<file path="src/rtl/link_framer.sv">
//------------------------------------------------------------------------------
// link_framer
//   Buffers the byte stream coming out of transportSend in a FIFO and wraps it
//   into link frames of the form SYNC, LEN, LEN payload bytes, CSUM. Frames go
//   out on a byte-wide valid/ready link with start/end-of-frame markers.
//   The checksum is chosen so that LEN + payload + CSUM == 0 (mod 256).
//
// Ports
//   clk        in   1      system clock
//   reset      in   1      asynchronous reset, active low (0 = in reset)
//   sending    in   1      byte strobe from transportSend
//   packetIn   in   8      byte from transportSend, valid when sending=1
//   sendData   out  1      FIFO not full; flow control back to transportSend
//   txValid    out  1      txByte is valid toward the channel
//   txByte     out  8      framed output byte
//   txReady    in   1      channel accepts txByte this cycle
//   txSof      out  1      txByte is the SYNC byte (first byte of a frame)
//   txEof      out  1      txByte is the CSUM byte (last byte of a frame)
//   fifoCount  out  CNT_W  bytes currently buffered (0..FIFO_DEPTH)
//   overflow   out  1      sticky: a byte arrived while the FIFO was full
//------------------------------------------------------------------------------
`timescale 1ns/1ps

module link_framer #(
    parameter int         PAYLOAD_MAX  = 16,
    parameter int         FIFO_DEPTH   = 32,
    parameter int         IDLE_TIMEOUT = 8,
    parameter logic [7:0] SYNC_BYTE    = 8'hA5,
    localparam int        CNT_W        = $clog2(FIFO_DEPTH) + 1
) (
    input  logic             clk,
    input  logic             reset,
    input  logic             sending,
    input  logic [7:0]       packetIn,
    output logic             sendData,
    output logic             txValid,
    output logic [7:0]       txByte,
    input  logic             txReady,
    output logic             txSof,
    output logic             txEof,
    output logic [CNT_W-1:0] fifoCount,
    output logic             overflow
);

    localparam int               AW       = $clog2(FIFO_DEPTH);
    localparam int               IW       = $clog2(IDLE_TIMEOUT + 1);
    localparam logic [CNT_W-1:0] FULL_CNT = CNT_W'(FIFO_DEPTH);
    localparam logic [IW-1:0]    IDLE_MAX = IW'(IDLE_TIMEOUT);
    localparam logic [8:0]       PMAX9    = 9'(PAYLOAD_MAX);
    localparam logic [7:0]       PMAX8    = 8'(PAYLOAD_MAX);

    typedef enum logic [2:0] {
        ST_IDLE,
        ST_SYNC,
        ST_LEN,
        ST_PAYLOAD,
        ST_CSUM
    } state_t;

    state_t           r_state;
    logic [7:0]       r_mem [FIFO_DEPTH];
    logic [AW-1:0]    r_wrPtr;
    logic [AW-1:0]    r_rdPtr;
    logic [CNT_W-1:0] r_count;
    logic [IW-1:0]    r_idleCnt;
    logic             r_overflow;
    logic [7:0]       r_len;
    logic [7:0]       r_remain;
    logic [7:0]       r_acc;
    logic             r_txValid;
    logic [7:0]       r_txByte;
    logic             r_txSof;
    logic             r_txEof;

    logic             w_push;
    logic             w_pop;
    logic             w_start;
    logic [7:0]       w_accNext;

    // A push while full is refused even if a pop happens on the same edge.
    assign w_push    = sending && (r_count != FULL_CNT);
    assign w_pop     = (r_state == ST_PAYLOAD) && r_txValid && txReady;
    assign w_start   = (r_state == ST_IDLE) &&
                       ((9'(r_count) >= PMAX9) ||
                        ((r_count != '0) && (r_idleCnt == IDLE_MAX)));
    assign w_accNext = r_acc + r_txByte;

    assign sendData  = (r_count != FULL_CNT);
    assign fifoCount = r_count;
    assign overflow  = r_overflow;
    assign txValid   = r_txValid;
    assign txByte    = r_txByte;
    assign txSof     = r_txSof;
    assign txEof     = r_txEof;

    // Storage needs no reset: emptiness is defined by the pointers and count.
    always_ff @(posedge clk) begin
        if (w_push) begin
            r_mem[r_wrPtr] <= packetIn;
        end
    end

    // Pointers wrap naturally; the separate count disambiguates full/empty.
    always_ff @(posedge clk or negedge reset) begin
        if (!reset) begin
            r_wrPtr    <= '0;
            r_rdPtr    <= '0;
            r_count    <= '0;
            r_overflow <= 1'b0;
            r_idleCnt  <= '0;
        end else begin
            if (w_push) begin
                r_wrPtr <= r_wrPtr + 1'b1;
            end
            if (w_pop) begin
                r_rdPtr <= r_rdPtr + 1'b1;
            end
            if (w_push && !w_pop) begin
                r_count <= r_count + 1'b1;
            end else if (!w_push && w_pop) begin
                r_count <= r_count - 1'b1;
            end
            if (sending && (r_count == FULL_CNT)) begin
                r_overflow <= 1'b1;
            end
            if (w_push) begin
                r_idleCnt <= '0;
            end else if (r_idleCnt != IDLE_MAX) begin
                r_idleCnt <= r_idleCnt + 1'b1;
            end
        end
    end

    // Outputs are registered and preloaded with the byte for the next state,
    // so they only change on a transfer and hold steady while stalled. The
    // payload byte after a pop is the entry behind the current head; it is
    // guaranteed present because len never exceeds the count latched at start.
    always_ff @(posedge clk or negedge reset) begin
        if (!reset) begin
            r_state   <= ST_IDLE;
            r_len     <= '0;
            r_remain  <= '0;
            r_acc     <= '0;
            r_txValid <= 1'b0;
            r_txByte  <= '0;
            r_txSof   <= 1'b0;
            r_txEof   <= 1'b0;
        end else begin
            case (r_state)
                ST_IDLE: begin
                    if (w_start) begin
                        r_state   <= ST_SYNC;
                        r_len     <= (9'(r_count) >= PMAX9) ? PMAX8 : 8'(r_count);
                        r_acc     <= '0;
                        r_txValid <= 1'b1;
                        r_txByte  <= SYNC_BYTE;
                        r_txSof   <= 1'b1;
                    end
                end
                ST_SYNC: begin
                    if (txReady) begin
                        r_state  <= ST_LEN;
                        r_txByte <= r_len;
                        r_txSof  <= 1'b0;
                    end
                end
                ST_LEN: begin
                    if (txReady) begin
                        r_state  <= ST_PAYLOAD;
                        r_acc    <= r_len;
                        r_remain <= r_len;
                        r_txByte <= r_mem[r_rdPtr];
                    end
                end
                ST_PAYLOAD: begin
                    if (txReady) begin
                        r_acc <= w_accNext;
                        if (r_remain == 8'd1) begin
                            r_state  <= ST_CSUM;
                            r_txByte <= (~w_accNext) + 8'd1;
                            r_txEof  <= 1'b1;
                        end else begin
                            r_remain <= r_remain - 8'd1;
                            r_txByte <= r_mem[r_rdPtr + 1'b1];
                        end
                    end
                end
                ST_CSUM: begin
                    if (txReady) begin
                        r_state   <= ST_IDLE;
                        r_txValid <= 1'b0;
                        r_txByte  <= '0;
                        r_txEof   <= 1'b0;
                    end
                end
                default: begin
                    r_state <= ST_IDLE;
                end
            endcase
        end
    end

endmodule

</file>
<file path="config.mk">
export PLATFORM = sky130hd
export DESIGN_NAME = link_framer
export DESIGN_NICKNAME = d
export VERILOG_FILES = /design/src/rtl/link_framer.sv
export SDC_FILE = /design/constraint.sdc
export NUM_CORES = 1
export LEC_CHECK = 0
export ABC_AREA = 1
export BUFFER_PORTS_ARGS = -buffer_cell sky130_fd_sc_hd__buf_2
export CAP_MARGIN = 20
export CORE_UTILIZATION = 35
export CTS_BUF_LIST = sky130_fd_sc_hd__clkbuf_16
export DETAILED_ROUTE_END_ITERATION = 7
export GPL_TIMING_DRIVEN = 0
export HOLD_SLACK_MARGIN = 0.06
export PLACE_DENSITY = 0.51
export SETUP_SLACK_MARGIN = 0.15
export SYNTH_ARGS = -nofsm -noshare
export SYNTH_HDL_FRONTEND = slang
export SYNTH_SLANG_ARGS = --single-unit
</file>
<file path="constraint.sdc">
create_clock -name clk -period 3.5 [get_ports clk]
set_input_delay 0.175 -clock clk [delete_from_list [all_inputs] [get_ports clk]]
set_output_delay 0.175 -clock clk [all_outputs]
set_load 0.01 [all_outputs]
</file>
# Word level (Yosys, flattened, before mapping)
# Memories as Yosys holds them, arrays and structs flattened.
# Cells that the tools add are included.
# classes
add_sub_neg,8
n_mul,0
div,0
magnitude_cmp,1
n_eq_ne,16
shift,0
n_mux,34
n_bitwise,1
n_reduce_logical,29
# op_table
cell,count
$mux W8,10
$pmux W8 S5,1
$pmux W8 S3,1
$mux W3,6
$mux W6,3
$pmux W8 S2,1
$pmux W3 S5,1
$ne A2 B2 Y1 const B,6
$reduce_and A4 Y1,3
$reduce_and A6 Y1,2
$reduce_bool A2 Y1,6
$add A5 B1 Y5 const B,2
$add A8 B1 Y8 const B,1
$add A8 B8 Y8,1
$eq A8 B1 Y1 const B,1
$logic_and A1 B1 Y1,8
$mux W4,2
$not A8 Y8,1
$sub A8 B1 Y8 const B,1
$add A6 B1 Y6 const B,1
$eq A3 B2 Y1 const B,2
$eq A6 B6 Y1 const B,1
$ge A6 B5 Y1 const B,1
$mux W1,6
other kinds (17),21
# word_totals
ff_bits,59
latch_bits,0
ramBits,256
mem_bits_ro,0
inputBits,12
out_inout_bits,19
word_cells,103
memories,1
# memory_table
name,depth,word_bits,read_ports,rd_clocked_by_memory_dff,wr,line_no,source
r_mem,32,8,2,0,1,61,logic [7:0] r_mem [FIFO_DEPTH];

# Logic depth before layout (Yosys ltp)
# Gate-level depths: netlist of the first run.
# logic_depth
depth_word,6
mapped_depth,18
ltp_nobuf,17

# Worst setup path before layout of the first run
# Ideal clock, no wire load.
# synth_timing
kind,register to register
startpoint,"reg r_count[0], in the netlist fifoCount[0]"
endpoint,"reg r_count[5], in the netlist fifoCount[5]"
setup_ps,79
arrival_ps,2697
t_required_ps,3421
slack_ps,723
stages_incl_launch_ff,19
n_path_buf,1
path_cell_list,dfrtp_1 -> nor2_1 -> nand3_1 -> nor3_1 -> inv_1 -> nand2_1 -> inv_1 -> buf_2 -> ha_1 -> inv_1 -> ha_1 -> nand3_1 -> nand3_1 -> nand2_1 -> nand2_1 -> a21oi_1 -> o21ai_0 -> a21oi_1 -> xor2_1
# synth_between
elab_chain_len,5
elab_cells_between_ends,10
cone_classes,add/sub (2); eq/ne (1); mux (2); reduce/logical (5)
# synth_rtl
element,line_no,source
from (decl),64,logic [CNT_W-1:0] r_count;
from (signal assigned),119,r_count <= r_count + 1'b1;
from (signal assigned),121,r_count <= r_count - 1'b1;
$ne A6 B6 Y1 *,--,
net sendData,35,"output logic sendData,"
$logic_and A1 B1 Y1 *,81,assign w_push = sending && (r_count != FULL_CNT);
net w_push,75,logic w_push;
$logic_not A1 Y1,120,end else if (!w_push && w_pop) begin
$logic_and A1 B1 Y1,120,
$reduce_bool A2 Y1 (no source line),--,
# Mark *: on every way through the listed nets, which the timed path passes. The rest lies on a longest branch. The select of a mux whose other input is x is not followed.
# A chain may end at the register's enable or synchronous reset.

# Worst setup path after layout of the first run
# layout_timing
startpoint,reg r_rdPtr[0]
endpoint,"reg r_txByte[2], in the netlist txByte[2]"
# layout_between
elab_chain_len,5
elab_cells_between_ends,6
cone_classes,add/sub (1); mux (4); memory (1)
# layout_rtl
element,line_no,source
from (decl),63,logic [AW-1:0] r_rdPtr;
from (signal assigned),116,r_rdPtr <= r_rdPtr + 1'b1;
$add A5 B1 Y5,184,r_txByte <= r_mem[r_rdPtr + 1'b1];
$mem_v2 Z32 W8 *,--,
$mux W8,178,if (r_remain == 8'd1) begin
$mux W8,176,if (txReady) begin
$pmux W8 S5 *,149,case (r_state)
to (signal assigned),172,r_txByte <= r_mem[r_rdPtr];
to (signal assigned),180,r_txByte <= (~w_accNext) + 8'd1;
to (signal assigned),184,
to (decl),71,logic [7:0] r_txByte;
# Mark *: on every way between the ends. The rest lies on a longest branch, timed or not. The select of a mux whose other input is x is not followed.

==> results of run 1 <==
[worst max-delay path: cells and delay by family (launching register included)]
family	cells	cell delay (ns)
adder cells (fa/ha/maj)	1	0.33
buffers and inverters	4	1.26
AO/OA/AOI/OAI	2	0.28
flip-flops	1	0.50
AND/OR/NAND/NOR	6	0.73
[worst paths after layout]
kind	startpoint	endpoint	slack [ns]	cells after the start
setup / recovery	r_rdPtr[0]$_DFFE_PN0P_	txByte[2]$_DFFE_PN0P_	0.26	13
hold / removal	txReady	r_state[2]$_DFFE_PN0P_	0.08	2
setup reg to reg	r_rdPtr[0]$_DFFE_PN0P_	txByte[2]$_DFFE_PN0P_	0.26	13
hold reg to reg	overflow$_DFFE_PN0P_	overflow$_DFFE_PN0P_	0.45	1
max in group asynchronous	reset	fifoCount[0]$_DFFE_PN0P_	2.61	2
min in group asynchronous	reset	r_acc[6]$_DFFE_PN0P_	0.24	2
[layer usage]
layer / GRT usage (%) / vias up / routed length [um] / part of all wire, %
li1: - / 6632 / - / -
met1: 36.5 / 7086 / 26000 / 39
met2: 44.0 / 952 / 29800 / 45
met3: 5.23 / 200 / 6990 / 11
met4: 14.5 / 2 / 3430 / 5.2
met5: 0 / - / 18 / 0.027
[sequential cells by signal (all words and copies together) (netlist names)]
register	flops
txValid	1
r_mem	256
fifoCount	6
r_remain	8
r_len	6
txEof	1
r_idleCnt	4
r_state	3
overflow	1
txSof	1
r_wrPtr	5
r_acc	8
r_rdPtr	5
txByte	8
[per-stage QoR]
stage / power, mW / utilization, %
after floorplan: 10.5 / -
after global placement: 14.3 / 37.8
after detailed placement: 14.4 / 38.0
after CTS: 18.5 / 40.9
after global routing: 19.7 / 40.9
final: 18.9 / 40.9
[logic make-up (layout without fill, tap and decap cells)]
family	Yosys count	count (layout)	synth area share [%]
compound gates	223	223	7.53
xor+xnor	13	13	0.832
fa+ha+maj	24	24	1.92
buf+inv	226	336	5.78
flops	313	313	55.6
simple gates	1084	1084	28.4
[cell type report]
class                           count  share of cell area [%]
Clock inverter                     28                    1.61
Timing Repair Buffer               43                    1.44
Buffer                            112                    2.77
Clock buffer                       39                    5.21
Sequential cell                   313                    48.7
Multi-Input combinational cell   1344                    34.0
Tap cell                          600                    4.01
Inverter                          114                    2.29
[where the power goes]
part | internal (mW) | total, mW | switching (mW)
combinational | 2.60 | 9.96 | 7.36
sequential | 4.49 | 4.81 | 0.316
clock | 2.47 | 4.12 | 1.65
[what timing repair did]
item | CTS | global route
setup buffers | 0 | 1
endpoints found under the hold margin | 59 | 0
resized for setup | 1 | 5
endpoints found under the setup margin | 1 | 1
pin swaps | 0 | 1
hold buffers | 2 | 0
[cells in the final DEF, fill, tap and decap left out, drive strengths merged, types with 2 or more instances in the layout]
cell and n:
nand2 549, nand3 410, edfxtp 256, buf 115, inv 114, nor2 98
o21ai 97, clkbuf 77, a21oi 75, dfrtp 57, o211ai 27, ha 22
clkinv 17, nor3 13, xor2 10, o22ai 7, or2 7, o31ai 6
bufinv 6, nand4 5, clkinvlp 5, xnor2 3, o21a 3, a31oi 2
nor3b 2, fa 2, dlygate4sd3 2
==> flow_results.xml, run 1 <==
<?xml version="1.0" encoding="UTF-8"?>
<metrics>
  <group name="routing">
    <metric name="post_drt_via_cell_ratio" unit="">5.74</metric>
    <metric name="detail-route-antenna-nets" unit="">0</metric>
    <metric name="first_pass_iters" unit="">6</metric>
    <metric name="postRouteWirelength" unit="um">66300</metric>
    <metric name="drt_iter0_drc" unit="">2275</metric>
    <metric name="detailroute.via_count" unit="">14872</metric>
    <metric name="remaining_design_rule_violation_count" unit="">0</metric>
    <metric name="routedWlPerCell" unit="um">25.6</metric>
  </group>
  <group name="worst_setup_path">
    <metric name="crit_path_top_delay_cell" unit="">sky130_fd_sc_hd__buf_1</metric>
    <metric name="startpoint_type" unit="">register</metric>
    <metric name="crit_path_max_incr_delay" unit="ns">0.78</metric>
    <metric name="crit_type" unit="">register to register</metric>
    <metric name="cp-end-kind" unit="">register</metric>
    <metric name="critical_path.max_fanout" unit="">10</metric>
    <metric name="critPathArrivalTime" unit="ns">3.69</metric>
    <metric name="crit_top_cell" unit="">sky130_fd_sc_hd__nand3_1</metric>
    <metric name="required" unit="ns">3.95</metric>
    <metric name="critical_path.cell_chain" unit="">ha_1, buf_2, buf_2, buf_1, nor2_1, o21ai_0, o211ai_1, nand3_1, nand3_1, nand3_1, nand3_1, nand2_1, inv_1</metric>
  </group>
  <group name="global_route">
    <metric name="grt.total_usage" unit="%">27.9</metric>
    <metric name="grt_start_max_net_pins" unit="">58</metric>
    <metric name="grt_pass1_wl" unit="um">95200</metric>
    <metric name="antenna_found_initial" unit="">2</metric>
    <metric name="grt_overflow_total" unit="">0</metric>
    <metric name="grt_pass1_vias" unit="">13811</metric>
  </group>
  <group name="final_layout">
    <metric name="antenna-diode-count" unit="">0</metric>
    <metric name="instances_no_fill" unit="">2593</metric>
    <metric name="fin_nets" unit="">2001</metric>
    <metric name="multi_input_comb_area" unit="um^2">6360</metric>
    <metric name="drive_gt1_share" unit="%">9.68</metric>
    <metric name="final_std_cell_area_no_fill" unit="um^2">18700</metric>
    <metric name="area_growth" unit="%">14.2</metric>
    <metric name="count_of_filler_cells_inserted_in_the_layout" unit="">4509</metric>
    <metric name="seq_area" unit="um^2">9110</metric>
  </group>
  <group name="floorplanning">
    <metric name="initial_utilization" unit="%">35.8</metric>
    <metric name="ioPinCount" unit="">31</metric>
    <metric name="die-area" unit="um^2">47700</metric>
    <metric name="rows" unit="">78</metric>
    <metric name="die_h" unit="um">218</metric>
    <metric name="core" unit="um^2">45800</metric>
    <metric name="chipWidth" unit="um">218</metric>
  </group>
  <group name="yosys">
    <metric name="netlist_top_cells_area" unit="">sky130_fd_sc_hd__edfxtp_1, sky130_fd_sc_hd__nand2_1, sky130_fd_sc_hd__nand3_1, sky130_fd_sc_hd__dfrtp_1, sky130_fd_sc_hd__o21ai_0</metric>
    <metric name="library_cells_used_by_synthesis" unit="">38</metric>
    <metric name="postSynthNetCount" unit="">1919</metric>
    <metric name="synth-edff-count" unit="">256</metric>
    <metric name="synthTopCellsByCount" unit="">sky130_fd_sc_hd__nand2_1, sky130_fd_sc_hd__nand3_1, sky130_fd_sc_hd__edfxtp_1, sky130_fd_sc_hd__inv_1</metric>
    <metric name="synth_seq_area_share" unit="%">55.6</metric>
    <metric name="syn-cell-area" unit="um^2">16400</metric>
    <metric name="register_bit_count_reported_by_yosys" unit="">313</metric>
    <metric name="synth_cells" unit="">1883</metric>
    <metric name="synthDominantCellAreaShare" unit="%">46.9</metric>
    <metric name="synth.yosys.warnings" unit="">0</metric>
    <metric name="cell_with_the_most_instances_after_synthesis" unit="">sky130_fd_sc_hd__nand2_1</metric>
    <metric name="yosysTopAreaCell" unit="">sky130_fd_sc_hd__edfxtp_1</metric>
    <metric name="fraction_of_synthesis_flops_using_an_asynchronous_set_or_reset_pin" unit="%">18.2</metric>
    <metric name="synth_ff_type" unit="">sky130_fd_sc_hd__edfxtp_1</metric>
    <metric name="synth_area_per_cell" unit="um^2">8.71</metric>
  </group>
  <group name="sta">
    <metric name="final.setup.tns" unit="ns">0</metric>
    <metric name="final_max_slew_viol_count" unit="">0</metric>
    <metric name="setup_ws" unit="ns">0.262</metric>
    <metric name="setup_viol" unit="">0</metric>
    <metric name="min_period_over_period" unit="%">92.5</metric>
    <metric name="whs" unit="ns">0.0830</metric>
    <metric name="final_period_minus_worst_setup_slack" unit="ns">3.24</metric>
    <metric name="unrepaired_setup_endpoints_after_global_routing" unit="">no</metric>
    <metric name="slew-limit-headroom" unit="%">19.5</metric>
    <metric name="tightest_slew" unit="ns">1.21</metric>
    <metric name="final_hold_violations" unit="">0</metric>
    <metric name="finalClockSkew" unit="ns">0.0266</metric>
    <metric name="maxClockFrequency" unit="MHz">309</metric>
  </group>
  <group name="placement">
    <metric name="detailedPlacementHpwl" unit="um">45200</metric>
    <metric name="placement.cell_area" unit="um^2">17400</metric>
    <metric name="portBuffers" unit="">29</metric>
    <metric name="place_ws" unit="ns">0.0265</metric>
    <metric name="gpl.final_weighted_congestion" unit="">0.957</metric>
    <metric name="placed_instances" unit="">2523</metric>
  </group>
  <group name="cts">
    <metric name="cts.htree.levels" unit="">2</metric>
    <metric name="cts_made_buffers" unit="">37</metric>
    <metric name="worstSkewPairLatency" unit="ns">0.57</metric>
    <metric name="tritoncts" unit="">yes</metric>
    <metric name="cts.sink_count" unit="">313</metric>
    <metric name="clk_pin_slew_worst_paths" unit="ns">0.06</metric>
    <metric name="cts_max_path_buffers" unit="">3</metric>
    <metric name="clk_root_buffer_cell" unit="">sky130_fd_sc_hd__clkbuf_16</metric>
  </group>
  <group name="power">
    <metric name="vdd_ir_drop_max" unit="V">0.000586</metric>
    <metric name="power.density" unit="nW/um^2">1010</metric>
    <metric name="static-leakage-power" unit="nW">7.53</metric>
  </group>
  <group name="hold_path">
    <metric name="hold_path_class" unit="">primary input to register</metric>
  </group>
  <group name="flow_run">
    <metric name="max-cap-violations" unit="">0</metric>
  </group>
  <group name="outcome">
    <metric name="status" unit="">completed</metric>
  </group>
</metrics>
Power figures use the tool's default switching activity.
==> run 2: changes to the inputs <==
--- a/config.mk
+++ b/config.mk
@@ -7,3 +7,2 @@
 export LEC_CHECK = 0
-export ABC_AREA = 1
 export BUFFER_PORTS_ARGS = -buffer_cell sky130_fd_sc_hd__buf_2
@@ -14,3 +13,3 @@
 export GPL_TIMING_DRIVEN = 0
-export HOLD_SLACK_MARGIN = 0.06
+export HOLD_SLACK_MARGIN = 0.1
 export PLACE_DENSITY = 0.51
--- a/constraint.sdc
+++ b/constraint.sdc
@@ -3,2 +3,2 @@
 set_output_delay 0.175 -clock clk [all_outputs]
-set_load 0.01 [all_outputs]
+set_load 0.05 [all_outputs]
==> run 2 against run 1 <==
  * Sequential power increased by 2%
  * Die area decreased by 6.0%
  * Final cell count decreased by 36%
  * Area after synthesis decreased by 6.1%
  * Worst setup slack got worse by 0.058 ns
  * Wire length decreased by 30%
  * Clock-buffer cell count decreased by 2
==> flow_results.xml, run 2 <==
<?xml version="1.0" encoding="UTF-8"?>
<metrics>
  <group name="floorplanning">
    <metric name="chipWidth" unit="um">212</metric>
    <metric name="core" unit="um^2">43300</metric>
    <metric name="rows" unit="">76</metric>
    <metric name="die_h" unit="um">212</metric>
    <metric name="initial_utilization" unit="%">35.6</metric>
    <metric name="die-area" unit="um^2">44800</metric>
    <metric name="ioPinCount" unit="">31</metric>
  </group>
  <group name="cts">
    <metric name="post_cts.repair.setup_buffers" unit="">0</metric>
    <metric name="worstSkewPairLatency" unit="ns">0.57</metric>
    <metric name="cts_made_buffers" unit="">37</metric>
    <metric name="clk_root_buffer_cell" unit="">sky130_fd_sc_hd__clkbuf_16</metric>
    <metric name="cts.sink_count" unit="">313</metric>
    <metric name="clk_pin_slew_worst_paths" unit="ns">0.06</metric>
    <metric name="cts.htree.levels" unit="">2</metric>
    <metric name="cts_max_path_buffers" unit="">3</metric>
    <metric name="tritoncts" unit="">yes</metric>
  </group>
  <group name="power">
    <metric name="static-leakage-power" unit="nW">5.91</metric>
    <metric name="vdd_ir_drop_max" unit="V">0.000410</metric>
    <metric name="power.density" unit="nW/um^2">1030</metric>
  </group>
  <group name="yosys">
    <metric name="fraction_of_synthesis_flops_using_an_asynchronous_set_or_reset_pin" unit="%">18.2</metric>
    <metric name="synth-edff-count" unit="">256</metric>
    <metric name="synth.yosys.warnings" unit="">0</metric>
    <metric name="yosysTopAreaCell" unit="">sky130_fd_sc_hd__edfxtp_1</metric>
    <metric name="synth_ff_type" unit="">sky130_fd_sc_hd__edfxtp_1</metric>
    <metric name="synth_area_per_cell" unit="um^2">15.9</metric>
    <metric name="synth_seq_area_share" unit="%">59.2</metric>
    <metric name="postSynthNetCount" unit="">1007</metric>
    <metric name="syn-cell-area" unit="um^2">15400</metric>
    <metric name="synth_cells" unit="">971</metric>
    <metric name="synthDominantCellAreaShare" unit="%">49.9</metric>
    <metric name="netlist_top_cells_area" unit="">sky130_fd_sc_hd__edfxtp_1, sky130_fd_sc_hd__mux4_2, sky130_fd_sc_hd__dfrtp_1, sky130_fd_sc_hd__ha_1, sky130_fd_sc_hd__nor2_1</metric>
    <metric name="synthTopCellsByCount" unit="">sky130_fd_sc_hd__edfxtp_1, sky130_fd_sc_hd__mux4_2, sky130_fd_sc_hd__nor2_1, sky130_fd_sc_hd__nand2_1, sky130_fd_sc_hd__dfrtp_1</metric>
    <metric name="library_cells_used_by_synthesis" unit="">55</metric>
    <metric name="cell_with_the_most_instances_after_synthesis" unit="">sky130_fd_sc_hd__edfxtp_1</metric>
    <metric name="register_bit_count_reported_by_yosys" unit="">313</metric>
  </group>
  <group name="sta">
    <metric name="final.setup.tns" unit="ns">0</metric>
    <metric name="tightest_slew" unit="ns">1.09</metric>
    <metric name="finalClockSkew" unit="ns">0.0294</metric>
    <metric name="min_period_over_period" unit="%">94.2</metric>
    <metric name="setup_viol" unit="">0</metric>
    <metric name="final_hold_violations" unit="">0</metric>
    <metric name="final_period_minus_worst_setup_slack" unit="ns">3.30</metric>
    <metric name="slew-limit-headroom" unit="%">26.8</metric>
    <metric name="final_max_slew_viol_count" unit="">0</metric>
    <metric name="maxClockFrequency" unit="MHz">303</metric>
    <metric name="unrepaired_setup_endpoints_after_global_routing" unit="">yes</metric>
  </group>
  <group name="worst_setup_path">
    <metric name="cp-end-kind" unit="">register</metric>
    <metric name="critical_path.cell_chain" unit="">ha_1, buf_4, buf_4, buf_4, mux4_2, a211oi_1, a31oi_1, a21oi_1, o2111ai_1, o21a_1</metric>
    <metric name="startpoint_type" unit="">register</metric>
    <metric name="critical_path.max_fanout" unit="">10</metric>
    <metric name="required" unit="ns">3.96</metric>
    <metric name="crit_path_max_incr_delay" unit="ns">0.50</metric>
    <metric name="crit_top_cell" unit="">sky130_fd_sc_hd__buf_4</metric>
    <metric name="crit_type" unit="">register to register</metric>
    <metric name="crit_path_top_delay_cell" unit="">sky130_fd_sc_hd__a211oi_1</metric>
    <metric name="critPathArrivalTime" unit="ns">3.76</metric>
  </group>
  <group name="final_layout">
    <metric name="instances_no_fill" unit="">1658</metric>
    <metric name="antenna-diode-count" unit="">0</metric>
    <metric name="final_std_cell_area_no_fill" unit="um^2">17500</metric>
    <metric name="area_growth" unit="%">14.0</metric>
    <metric name="final_common_cell" unit="">sky130_fd_sc_hd__edfxtp_1</metric>
    <metric name="drive_gt1_share" unit="%">26.8</metric>
    <metric name="mostFrequentLayoutCells" unit="">sky130_fd_sc_hd__edfxtp_1, sky130_fd_sc_hd__mux4_2, sky130_fd_sc_hd__nor2_1, sky130_fd_sc_hd__nand2_1, sky130_fd_sc_hd__dfrtp_1</metric>
    <metric name="largest_register_ffs" unit="">256</metric>
    <metric name="fin_nets" unit="">1082</metric>
    <metric name="top_register" unit="">r_mem</metric>
  </group>
  <group name="global_route">
    <metric name="grt_start_max_net_pins" unit="">58</metric>
    <metric name="grt_pass1_vias" unit="">9619</metric>
    <metric name="antenna_found_initial" unit="">1</metric>
    <metric name="grt_pass1_wl" unit="um">67800</metric>
    <metric name="grt.total_usage" unit="%">21.5</metric>
    <metric name="grt_overflow_total" unit="">0</metric>
  </group>
  <group name="routing">
    <metric name="post_drt_via_cell_ratio" unit="">5.75</metric>
    <metric name="drt_iter0_drc" unit="">813</metric>
    <metric name="routedWlPerCell" unit="um">28.1</metric>
    <metric name="first_pass_iters" unit="">7</metric>
    <metric name="remaining_design_rule_violation_count" unit="">0</metric>
    <metric name="postRouteWirelength" unit="um">46600</metric>
    <metric name="detail-route-antenna-nets" unit="">0</metric>
    <metric name="detailroute.via_count" unit="">9530</metric>
  </group>
  <group name="outcome">
    <metric name="status" unit="">completed</metric>
  </group>
  <group name="placement">
    <metric name="gpl.final_weighted_congestion" unit="">0.826</metric>
    <metric name="detailedPlacementHpwl" unit="um">31400</metric>
    <metric name="portBuffers" unit="">30</metric>
    <metric name="placement.cell_area" unit="um^2">16300</metric>
    <metric name="placed_instances" unit="">1587</metric>
  </group>
  <group name="flow_run">
    <metric name="max-cap-violations" unit="">0</metric>
  </group>
  <group name="hold_path">
    <metric name="hold_path_class" unit="">primary input to register</metric>
  </group>
</metrics>
run 2: layout make-up:
type	instances	area [um^2]
clock inverter	29	198
timing repair buffer	36	224
sequential	313	9120
fill	4034	25700
clock buffer	37	926
multi-input combinational	576	5940
inverter	21	78.8
tap	585	732
buffer	61	327
run 2: routing by layer:
layer,track usage [%],vias up,routed length (um)
met5,0,-,0
met4,6.25,0,1160
met3,4.27,58,3060
met2,33.7,365,21900
met1,30.2,5039,20400
li1,-,4068,-
run 2: logic make-up after synthesis:
| logic type | share of synthesized area [%] |
|---|---|
| fa+ha+maj | 2.05 |
| compound gates | 6.42 |
| simple gates | 6.41 |
| flops | 59.2 |
| buf+inv | 2.47 |
| mux | 21.6 |
| xor+xnor | 1.88 |
run 2: where the power goes:
group	leakage [nW]	switching [mW]	internal, mW	total (mW)
clock network	0.601	1.58	2.08	3.65
logic	2.33	5.70	3.78	9.48
registers	2.98	0.390	4.54	4.93
run 2: final timing paths:
check,end,depth (start not counted),slack [ns],start
setup / recovery,txByte[2]$_DFFE_PN0P_,10,0.20,r_rdPtr[0]$_DFFE_PN0P_
hold / removal,r_mem[13][0]$_DFFE_PP_,1,0.17,packetIn[0]
setup reg to reg,txByte[2]$_DFFE_PN0P_,10,0.20,r_rdPtr[0]$_DFFE_PN0P_
hold reg to reg,overflow$_DFFE_PN0P_,1,0.48,overflow$_DFFE_PN0P_
max in group asynchronous,fifoCount[3]$_DFFE_PN0P_,2,2.69,reset
min in group asynchronous,r_remain[1]$_DFFE_PN0P_,2,0.24,reset
run 2: metrics by stage:
step,hold slack [ns],total power [mW],worst slack [ns],util [%]
after global routing,0.177,18.9,0.0356,40.6
after floorplan,-0.121,11.2,0.162,-
after CTS,0.151,18.1,0.157,40.5
after global placement,0.437,14.3,-0.202,37.7
after detailed placement,0.319,14.3,-0.204,37.7
final,0.171,18.1,0.204,40.6
run 2: worst max-delay path: cells and delay by family (launching register included):
family | cells | cell delay (ns)
adder cells (fa/ha/maj) | 1 | 0.39
multiplexers | 1 | 0.33
buffers and inverters | 3 | 0.90
AO/OA/AOI/OAI | 5 | 1.13
flip-flops | 1 | 0.42
run 2: timing repair:
| action | CTS | global route |
|---|---|---|
| setup endpoints to repair | 8 | 6 |
| endpoints found under the hold margin | 60 | 0 |
| gates resized for setup | 12 | 10 |
| hold buffers | 3 | 0 |
==> run 3: changes to the inputs <==
CORE_MARGIN = 2   (was default)
RECOVER_POWER = 50   (was default)
==> run 3 against run 2 <==
  * The flow now finishes with violations (capacitance limit, slew limit)
  * Utilization is 0.11 points higher
  * Die area is 1.9% higher
  * Worst setup slack worse by 0.037 ns
  * Worst hold slack better by 0.26 ns
  * Clock power is 5.8% higher
  * Non-clock buffer count is 1 lower
  * First-iteration DRC count is 38% higher
  * Final cell count stayed put
  * Combinational power is 0.5% higher
  * Sequential cell count stayed put
  * Maximum frequency is 1.1% lower
  * Cell area is 0.27% higher
  * Largest power group unchanged
==> flow_results.xml, run 3 (synthesis results as in run 2) <==
<?xml version="1.0" encoding="UTF-8"?>
<metrics>
  <group name="outcome">
    <metric name="status" unit="">finished with violations</metric>
    <metric name="failed_checks" unit="">capacitance limit, slew limit</metric>
  </group>
  <group name="final_layout">
    <metric name="fin_nets" unit="">1081</metric>
    <metric name="final_common_cell" unit="">sky130_fd_sc_hd__edfxtp_1</metric>
    <metric name="postLayoutCoreUtil" unit="%">40.7</metric>
    <metric name="instances_no_fill" unit="">1658</metric>
    <metric name="mostFrequentLayoutCells" unit="">sky130_fd_sc_hd__edfxtp_1, sky130_fd_sc_hd__mux4_2, sky130_fd_sc_hd__nor2_1, sky130_fd_sc_hd__nand2_1, sky130_fd_sc_hd__dfrtp_1</metric>
    <metric name="final_std_cell_area_no_fill" unit="um^2">17600</metric>
    <metric name="largest_register_ffs" unit="">256</metric>
    <metric name="drive_gt1_share" unit="%">25.6</metric>
    <metric name="top_register" unit="">r_mem</metric>
    <metric name="antenna-diode-count" unit="">0</metric>
    <metric name="count_of_filler_cells_inserted_in_the_layout" unit="">3961</metric>
    <metric name="area_growth" unit="%">14.3</metric>
  </group>
  <group name="global_route">
    <metric name="met1_usage" unit="%">29.7</metric>
    <metric name="grt.total_usage" unit="%">21.0</metric>
    <metric name="grt_start_max_net_pins" unit="">58</metric>
    <metric name="grt_most_used_layer" unit="">met2</metric>
    <metric name="global_route.usage.met3" unit="%">3.30</metric>
    <metric name="antenna_found_initial" unit="">0</metric>
    <metric name="grt_pass1_wl" unit="um">67100</metric>
    <metric name="grt_overflow_total" unit="">0</metric>
    <metric name="met2_global_route_usage" unit="%">32.8</metric>
    <metric name="grt_pass1_vias" unit="">9617</metric>
  </group>
  <group name="sta">
    <metric name="setup_viol" unit="">0</metric>
    <metric name="finalClockSkew" unit="ns">0.0218</metric>
    <metric name="final_period_minus_worst_setup_slack" unit="ns">3.33</metric>
    <metric name="final_hold_violations" unit="">0</metric>
    <metric name="unrepaired_setup_endpoints_after_global_routing" unit="">no</metric>
    <metric name="slew-limit-headroom" unit="%">-14.7</metric>
    <metric name="final_max_slew_viol_count" unit="">256</metric>
    <metric name="whs" unit="ns">0.429</metric>
    <metric name="min_period_over_period" unit="%">95.2</metric>
    <metric name="tightest_slew" unit="ns">1.72</metric>
    <metric name="maxClockFrequency" unit="MHz">300</metric>
  </group>
  <group name="placement">
    <metric name="placement.cell_area" unit="um^2">16300</metric>
    <metric name="portBuffers" unit="">30</metric>
    <metric name="placed_instances" unit="">1587</metric>
    <metric name="detailedPlacementHpwl" unit="um">31500</metric>
    <metric name="gpl.final_weighted_congestion" unit="">0.814</metric>
  </group>
  <group name="power">
    <metric name="sw_frac_of_total" unit="%">42.1</metric>
    <metric name="internal_power" unit="mW">10.6</metric>
    <metric name="power.density" unit="nW/um^2">1040</metric>
    <metric name="switchingPower" unit="mW">7.71</metric>
    <metric name="fin_total_pwr" unit="mW">18.3</metric>
    <metric name="power.share.combinational" unit="%">52.0</metric>
    <metric name="vdd_ir_drop_max" unit="V">0.000389</metric>
    <metric name="clock_share_of_power" unit="%">21.1</metric>
    <metric name="static-leakage-power" unit="nW">5.88</metric>
    <metric name="power.share.sequential" unit="%">26.9</metric>
  </group>
  <group name="cts">
    <metric name="cts.htree.levels" unit="">2</metric>
    <metric name="tritoncts" unit="">yes</metric>
    <metric name="clk_pin_slew_worst_paths" unit="ns">0.06</metric>
    <metric name="worstSkewPairLatency" unit="ns">0.55</metric>
    <metric name="cts_max_path_buffers" unit="">3</metric>
    <metric name="clk_root_buffer_cell" unit="">sky130_fd_sc_hd__clkbuf_16</metric>
    <metric name="cts_made_buffers" unit="">37</metric>
    <metric name="cts.sink_count" unit="">313</metric>
  </group>
  <group name="worst_setup_path">
    <metric name="startpoint_type" unit="">register</metric>
    <metric name="critical_path.max_fanout" unit="">10</metric>
    <metric name="source_of_the_critical_timing_path" unit="">r_rdPtr[0]$_DFFE_PN0P_</metric>
    <metric name="critical_path.cell_chain" unit="">ha_1, buf_4, buf_6, buf_4, mux4_2, a211oi_1, a211oi_1, a21oi_1, o311ai_1</metric>
    <metric name="critPathArrivalTime" unit="ns">3.74</metric>
    <metric name="required" unit="ns">3.91</metric>
    <metric name="crit_path_top_delay_cell" unit="">sky130_fd_sc_hd__a211oi_1</metric>
    <metric name="cp-end-kind" unit="">register</metric>
    <metric name="critical_path.reg2reg.startpoint" unit="">r_rdPtr[0]$_DFFE_PN0P_</metric>
    <metric name="crit_type" unit="">register to register</metric>
    <metric name="crit_path_max_incr_delay" unit="ns">0.49</metric>
  </group>
  <group name="flow_run">
    <metric name="max-cap-violations" unit="">7</metric>
  </group>
  <group name="routing">
    <metric name="postRouteWirelength" unit="um">46600</metric>
    <metric name="first_pass_iters" unit="">7</metric>
    <metric name="routedWlPerCell" unit="um">28.1</metric>
    <metric name="post_drt_via_cell_ratio" unit="">5.82</metric>
    <metric name="detail-route-antenna-nets" unit="">0</metric>
    <metric name="remaining_design_rule_violation_count" unit="">0</metric>
    <metric name="drt_iter0_drc" unit="">1126</metric>
    <metric name="detailroute.via_count" unit="">9646</metric>
  </group>
  <group name="floorplanning">
    <metric name="ioPinCount" unit="">31</metric>
    <metric name="core" unit="um^2">43300</metric>
    <metric name="die-area" unit="um^2">45700</metric>
    <metric name="chipWidth" unit="um">214</metric>
    <metric name="rows" unit="">76</metric>
    <metric name="die_h" unit="um">214</metric>
    <metric name="initial_utilization" unit="%">35.6</metric>
  </group>
  <group name="hold_path">
    <metric name="hold_path_class" unit="">primary input to register</metric>
    <metric name="hold_path_startpoint" unit="">sending</metric>
  </group>
</metrics>
## run 3: cell count changes in the layout (fill, tap and decap cells not counted)
cell	before	now
sky130_fd_sc_hd__a211oi_2	2	4
sky130_fd_sc_hd__buf_4	15	13
sky130_fd_sc_hd__a211oi_1	21	19
sky130_fd_sc_hd__clkbuf_1	20	37
sky130_fd_sc_hd__inv_16	1	0
sky130_fd_sc_hd__buf_8	2	1
sky130_fd_sc_hd__a311oi_1	8	7
sky130_fd_sc_hd__inv_1	31	27
sky130_fd_sc_hd__a311oi_2	0	1
sky130_fd_sc_hd__clkinv_1	5	8
sky130_fd_sc_hd__buf_6	3	4
sky130_fd_sc_hd__bufinv_16	2	5
sky130_fd_sc_hd__buf_2	46	30
## run 3: area by class of cell
type,count,area [um^2],share of cell area (%)
flip-flops and latches,313,9120,51.8
inverters,21,78.8,0.448
well taps,585,732,4.16
repair buffers,35,186,1.06
multi-input cells,576,5960,33.9
clock buffers,37,926,5.26
plain buffers,61,329,1.87
clock inverters,30,264,1.50
## run 3: path summary, 6_finish.rpt
kind | endpoint | slack [ns] | cells after the start
hold reg to reg | overflow$_DFFE_PN0P_ | 0.48 | 1
max in group asynchronous | fifoCount[3]$_DFFE_PN0P_ | 1.86 | 2
min in group asynchronous | r_remain[2]$_DFFE_PN0P_ | 0.56 | 2
setup reg to reg | txByte[3]$_DFFE_PN0P_ | 0.17 | 9
setup / recovery | txByte[3]$_DFFE_PN0P_ | 0.17 | 9
hold / removal | overflow$_DFFE_PN0P_ | 0.43 | 4
## run 3: critical path, delay by kind of cell (launching register included)
kind                     cells  cell delay (ns)
AO/OA/AOI/OAI                4             1.17
adder cells (fa/ha/maj)      1             0.43
buffers and inverters        3             0.82
flip-flops                   1             0.42
multiplexers                 1             0.33
## run 3: power by group through the flow
stage	combinational, mW	clock, mW	sequential (mW)
global placement	9.31	0	4.99
floorplan	6.02	0	5.17
global route	10.1	4.05	4.99
detailed placement	9.34	0	5.00
finish	9.53	3.86	4.93
CTS	9.48	3.92	4.92
## run 3: metrics by stage
step	TNS [ns]	worst slack, ns
after floorplan	0	0.162
after global placement	-0.525	-0.217
after detailed placement	-0.577	-0.210
after CTS	0	0.168
after global routing	0	0.159
final	0	0.167
## run 3: repair_timing
item	CTS	global route
setup buffers	0	0
endpoints found under the setup margin	8	7
endpoints found under the hold margin	60	0
resized for setup	14	10
hold buffers	3	0
## run 3: per-layer routing
metal | wire length (um) | up-vias
met1 | 20400 | 5109
met4 | 1660 | 0
met2 | 21600 | 408
li1 | - | 4049
met3 | 3010 | 80
met5 | 0 | -
